===== src/rtl/sr_drive_controller.sv =====
// sr_drive_controller
// Command sequencer driving the S/R inputs of a NOR SR flip-flop. Accepts
// HOLD/SET/RESET/TOGGLE over valid/ready, pulses the selected input for
// PULSE_CYC cycles, idles one gap cycle, then confirms the synchronised Q/Qn
// feedback. Each command ends in a one-cycle done or err pulse.
//
// state    | meaning
// ---------+------------------------------------------------------------
// ST_IDLE  | S=R=0, cmd_ready=1, waiting for a command
// ST_DRIVE | S=target / R=~target held for PULSE_CYC cycles
// ST_GAP   | S=R=0 for one cycle so the flip-flop settles before checking
// ST_CHECK | S=R=0, compare feedback: match > illegal > timeout

module sr_drive_controller #(
  parameter int PULSE_CYC   = 2,
  parameter int TIMEOUT_CYC = 8,
  parameter int CNT_W       = 4
) (
  input  logic       clk,
  input  logic       rst_n,
  input  logic       cmd_valid,
  input  logic [1:0] cmd,
  output logic       cmd_ready,
  input  logic       q_fb,
  input  logic       qn_fb,
  output logic       S,
  output logic       R,
  output logic       q_expected,
  output logic       done,
  output logic       err,
  output logic [1:0] err_code
);

  localparam logic [1:0] CMD_HOLD   = 2'b00;
  localparam logic [1:0] CMD_SET    = 2'b01;
  localparam logic [1:0] CMD_RESET  = 2'b10;
  localparam logic [1:0] CMD_TOGGLE = 2'b11;

  localparam logic [1:0] ERR_NONE    = 2'b00;
  localparam logic [1:0] ERR_TIMEOUT = 2'b01;
  localparam logic [1:0] ERR_ILLEGAL = 2'b10;

  // Last counter value of each timed phase; the phase exits on that cycle.
  localparam logic [CNT_W-1:0] PULSE_LAST   = CNT_W'(PULSE_CYC - 1);
  localparam logic [CNT_W-1:0] TIMEOUT_LAST = CNT_W'(TIMEOUT_CYC - 1);

  typedef enum logic [1:0] {
    ST_IDLE  = 2'd0,
    ST_DRIVE = 2'd1,
    ST_GAP   = 2'd2,
    ST_CHECK = 2'd3
  } state_t;

  state_t           state_q, state_d;
  logic [CNT_W-1:0] cnt_q, cnt_d;
  logic             target_q, target_d;
  logic             s_q, s_d;
  logic             r_q, r_d;
  logic             done_q, done_d;
  logic             err_q, err_d;
  logic [1:0]       err_code_q, err_code_d;

  logic q_meta_q, q_meta_d;
  logic q_s_q, q_s_d;
  logic qn_meta_q, qn_meta_d;
  logic qn_s_q, qn_s_d;

  logic accept;
  logic fb_match;
  logic fb_illegal;

  // Two-stage synchroniser inputs for the asynchronous flip-flop feedback.
  always_comb begin
    q_meta_d  = q_fb;
    q_s_d     = q_meta_q;
    qn_meta_d = qn_fb;
    qn_s_d    = qn_meta_q;
  end

  // Synchroniser flops; reset to the flip-flop's cleared state (Q=0, Qn=1).
  always_ff @(posedge clk or negedge rst_n) begin
    if (!rst_n) begin
      q_meta_q  <= 1'b0;
      q_s_q     <= 1'b0;
      qn_meta_q <= 1'b1;
      qn_s_q    <= 1'b1;
    end else begin
      q_meta_q  <= q_meta_d;
      q_s_q     <= q_s_d;
      qn_meta_q <= qn_meta_d;
      qn_s_q    <= qn_s_d;
    end
  end

  assign cmd_ready  = (state_q == ST_IDLE);
  assign accept     = cmd_valid && cmd_ready;
  assign fb_match   = (q_s_q == target_q) && (qn_s_q == ~target_q);
  assign fb_illegal = (q_s_q == qn_s_q);

  // Next-state, counter, target and completion logic.
  always_comb begin
    state_d    = state_q;
    cnt_d      = cnt_q;
    target_d   = target_q;
    done_d     = 1'b0;
    err_d      = 1'b0;
    err_code_d = err_code_q;

    case (state_q)
      ST_IDLE: begin
        if (accept) begin
          err_code_d = ERR_NONE;
          cnt_d      = '0;
          case (cmd)
            CMD_SET:    target_d = 1'b1;
            CMD_RESET:  target_d = 1'b0;
            CMD_TOGGLE: target_d = ~q_s_q;
            default:    target_d = q_s_q;
          endcase
          // HOLD needs no drive and no feedback check: complete immediately.
          if (cmd == CMD_HOLD) begin
            done_d = 1'b1;
          end else begin
            state_d = ST_DRIVE;
          end
        end
      end

      ST_DRIVE: begin
        if (cnt_q == PULSE_LAST) begin
          state_d = ST_GAP;
          cnt_d   = '0;
        end else begin
          cnt_d = cnt_q + CNT_W'(1);
        end
      end

      ST_GAP: begin
        state_d = ST_CHECK;
        cnt_d   = '0;
      end

      ST_CHECK: begin
        if (fb_match) begin
          state_d = ST_IDLE;
          done_d  = 1'b1;
        end else if (fb_illegal) begin
          state_d    = ST_IDLE;
          err_d      = 1'b1;
          err_code_d = ERR_ILLEGAL;
        end else if (cnt_q == TIMEOUT_LAST) begin
          state_d    = ST_IDLE;
          err_d      = 1'b1;
          err_code_d = ERR_TIMEOUT;
        end else begin
          cnt_d = cnt_q + CNT_W'(1);
        end
      end

      default: begin
        state_d = ST_IDLE;
        cnt_d   = '0;
      end
    endcase
  end

  // Drive outputs follow the next state so S/R are registered and aligned with
  // DRIVE; deriving both from one target bit keeps S and R mutually exclusive.
  always_comb begin
    s_d = (state_d == ST_DRIVE) &&  target_d;
    r_d = (state_d == ST_DRIVE) && ~target_d;
  end

  // Controller state register; reset forces S=R=0 asynchronously.
  always_ff @(posedge clk or negedge rst_n) begin
    if (!rst_n) begin
      state_q    <= ST_IDLE;
      cnt_q      <= '0;
      target_q   <= 1'b0;
      s_q        <= 1'b0;
      r_q        <= 1'b0;
      done_q     <= 1'b0;
      err_q      <= 1'b0;
      err_code_q <= ERR_NONE;
    end else begin
      state_q    <= state_d;
      cnt_q      <= cnt_d;
      target_q   <= target_d;
      s_q        <= s_d;
      r_q        <= r_d;
      done_q     <= done_d;
      err_q      <= err_d;
      err_code_q <= err_code_d;
    end
  end

  assign S          = s_q;
  assign R          = r_q;
  assign q_expected = target_q;
  assign done       = done_q;
  assign err        = err_q;
  assign err_code   = err_code_q;

endmodule

===== config.mk =====
export PLATFORM = sky130hd
export DESIGN_NAME = sr_drive_controller
export DESIGN_NICKNAME = d
export VERILOG_FILES = /design/src/rtl/sr_drive_controller.sv
export SDC_FILE = /design/constraint.sdc
export NUM_CORES = 1
export LEC_CHECK = 0
export BUFFER_PORTS_ARGS = -buffer_cell sky130_fd_sc_hd__clkbuf_2
export CAP_MARGIN = 20
export CORE_MARGIN = 2
export CORE_UTILIZATION = 40
export CTS_CLUSTER_DIAMETER = 120
export DETAILED_ROUTE_END_ITERATION = 12
export SYNTH_ARGS = -nofsm -noshare
export SYNTH_HDL_FRONTEND = slang
export SYNTH_SLANG_ARGS = --single-unit

===== constraint.sdc =====
create_clock -name clk -period 1.5 [get_ports clk]
set_input_delay 0 -clock clk [delete_from_list [all_inputs] [get_ports clk]]
set_output_delay 0 -clock clk [all_outputs]
set_load 0.01 [all_outputs]

==> impl_metrics.json <==
{
  "grt_pass1_vias": 812,
  "synthArstFlopShare": 1.00,
  "skew_ns": 0.00681,
  "drtIter0Drc": 6,
  "holdPathStages": 3,
  "cts_tree": "done",
  "cts_made_buffers": 3,
  "max_cap_violations": 0,
  "routed-wl-met3_um": 64,
  "ys.warnings.count": 0,
  "wl_mm": 2.29,
  "avgViaCountPerCell": 5.18,
  "postSynthAreaPerCell_um2": 10.6,
  "reg2reg_depth": 4,
  "die-height_um": 54.2,
  "vias": 850,
  "highest_layer": "met4",
  "final_cells": 164,
  "tns_ns": 0,
  "min_path_type": "in2reg",
  "netlist_top_cells_count": "dfrtp_1 (15), inv_1 (8), o21ai_0 (7), ha_1 (6), nand2_1 (6)",
  "die_x_um": 54.2,
  "ant_nets": 0,
  "comb_power_share": 0.591,
  "grt_overflow": 0,
  "cts-root-buf": "clkbuf_4",
  "yosysTopAreaCellShare": 0.373,
  "post-route-period-util": 0.998,
  "worstPathArrival_ns": 1.69,
  "num_io_pins": 15,
  "power.density_nw_per_um2": 1670,
  "wl_per_cell_um": 14.0,
  "syn_inst": 95,
  "worstReg2RegEnd": "S",
  "leakagePower_nw": 0.627,
  "routabilityCongestion": 0.709,
  "r2r_start": "qn_s_q",
  "synth_seq_cells": 17,
  "setup_viol": 0,
  "cp_max_fo": 6,
  "grt_max_degree": 18,
  "p_int_mw": 1.40,
  "fillers": 226,
  "insertion_delay_ns": 0.30,
  "clockBufferDepth": 2,
  "rsz0062_at_grt": "yes",
  "synthesis.area_um2": 1010,
  "track_usage": 0.179,
  "utilization": 0.580,
  "placed_cells": 149,
  "port_buffers": 14,
  "status": "finished, final reports clean",
  "initial_core_util": 0.414,
  "die_area_um2": 2930,
  "rrSetupSlack_ns": 0.003,
  "crit_required_ns": 1.69,
  "cp-end-kind": "register",
  "switching_share": 0.404,
  "worst_hold_slack_ns": 0.00669,
  "dr.pass1.iters": 4,
  "fmax_mhz": 668,
  "synthTopCellsByArea": "dfrtp_1 (37%), ha_1 (7.5%), dfstp_2 (5.2%)",
  "clk_pin_slew_ns": 0.11,
  "area_growth_pct": 40.3,
  "antennaDiodeCount": 0,
  "synth_edf_count": 0,
  "seq_power_share": 0.298,
  "wl_met1_mm": 1.04,
  "min_to": "done",
  "tightest_slew_ns": 0.428,
  "antenna_found_initial": 0,
  "finalHoldViolations": 0,
  "finalCriticalPeriod_ns": 1.50,
  "core_um2": 2430,
  "p_switching_mw": 0.952,
  "htree_levels": 1,
  "dpl.hpwl_mm": 1.63,
  "hp-start": "cmd[0]",
  "synthesis.nets": 108,
  "drive_gt1_frac": 0.470,
  "synthMostInstantiatedCell": "dfrtp_1",
  "drc_errors": 0,
  "critPathLaunchType": "register",
  "synth_cell_types": 43,
  "max_slew_margin": 0.715,
  "rows": 18,
  "grt_pass1_wl_mm": 3.66,
  "nets": 148,
  "vdd_drop_max_mv": 0.952,
  "cts.sinks": 17,
  "synth_top_cell_by_area": "dfrtp_1",
  "clockPowerShare": 0.111,
  "synth_ff_type": "dfrtp_1",
  "critPathKind": "reg2reg",
  "slew_violations": 0,
  "route.met2.wl_mm": 1.15,
  "seq_area_frac_synth": 0.425
}
-- power groups by stage --
stage / Combinational (mW) / Sequential [mW] / Clock (mW)
after detailed placement: 1.13 / 0.704 / 0
final: 1.39 / 0.701 / 0.262
after global routing: 1.54 / 0.721 / 0.292
after global placement: 1.11 / 0.698 / 0
after CTS: 1.17 / 0.700 / 0.276
after floorplan: 0.655 / 0.728 / 0
-- through the flow --
stage / power [mW] / worst slack [ns] / cell area, um^2
3_3_place_gp: 1.81 / 0.00409 / 1210
2_1_floorplan: 1.38 / 0.0360 / 1010
4_1_cts: 2.15 / -0.0142 / 1300
5_1_grt: 2.55 / -0.0923 / 1410
6_report: 2.35 / 0.00277 / 1410
3_5_place_dp: 1.84 / -0.0481 / 1210
-- cell type report --
cell class	count	area, um^2	area share
Clock buffer	3	22.5	0.0160
Sequential cell	17	430	0.305
Timing Repair Buffer	37	269	0.191
Clock inverter	1	5.00	0.00355
Tap cell	30	37.5	0.0266
Multi-Input combinational cell	68	617	0.437
Inverter	8	30.0	0.0213
-- worst max-delay path by stage --
stage	from	end	slack, ns	cells past startpoint
after floorplan	state_q[1]	cnt_q[3]	0.04	6
after global placement	cnt_q[0]	R	0.004	5
after detailed placement	cnt_q[0]	R	-0.05	5
after CTS	state_q[0]	cnt_q[3]	-0.01	6
after global routing	cnt_q[1]	cnt_q[0]	-0.09	7
final	qn_s_q	S	0.003	4
-- kinds of logic (layout without fill, tap and decap cells) --
kind of cell,Yosys count,count (layout),synth area share
AO/OA/AOI/OAI,30,30,0.223
XOR/XNOR,1,1,0.00871
adder cells (fa/ha/maj),6,6,0.0746
buffers and inverters,10,49,0.0386
flip-flops,17,17,0.425
multiplexers,4,4,0.0410
AND/OR/NAND/NOR,27,27,0.189
-- state kept, by name, indices dropped and copies added, names as in the netlist --
register    count
state_q         2
qn_meta_q       1
S               1
err             1
q_s_q           1
cnt_q           4
qn_s_q          1
R               1
err_code        2
q_meta_q        1
done            1
q_expected      1
-- repair_timing --
action | in CTS | in global routing
setup endpoints to repair | 4 | 10
hold buffers | 4 | 0
endpoints found under the hold margin | 20 | 0
setup buffers | 1 | 6
pin swaps | 2 | 8
gates resized for setup | 4 | 17
-- routing by layer --
metal  GRT usage  vias to the layer above
met5           0                        -
met4      0.0875                        0
met3      0.0333                        5
met2       0.291                       14
met1       0.225                      402
li1            -                      429
-- placed cells by master (no fill, tap or decap), drive strengths merged, types with 2 or more instances in the layout --
cell type    Yosys  final
buf              1     19
clkbuf           1     17
dfrtp           15     15
o21ai           11     11
inv              8      8
nand2            6      6
ha               6      6
dlygate4sd3      0      4
a21oi            3      3
mux2i            3      3
nor3b            3      3
nand2b           3      3
nor3             3      3
nand3            2      2
dfstp            2      2
nor2             2      2
and3b            2      2
o2111ai          2      2
o22ai            2      2
a21boi           2      2
-- critical path, stage by stage (launching register included) --
cell,delay [ns]
dfstp_2,0.59
and3b_4,0.25
o2111ai_2,0.15
a32oi_2,0.32
nor3b_2,0.07
Note: power is estimated with default switching activity, not from simulation.
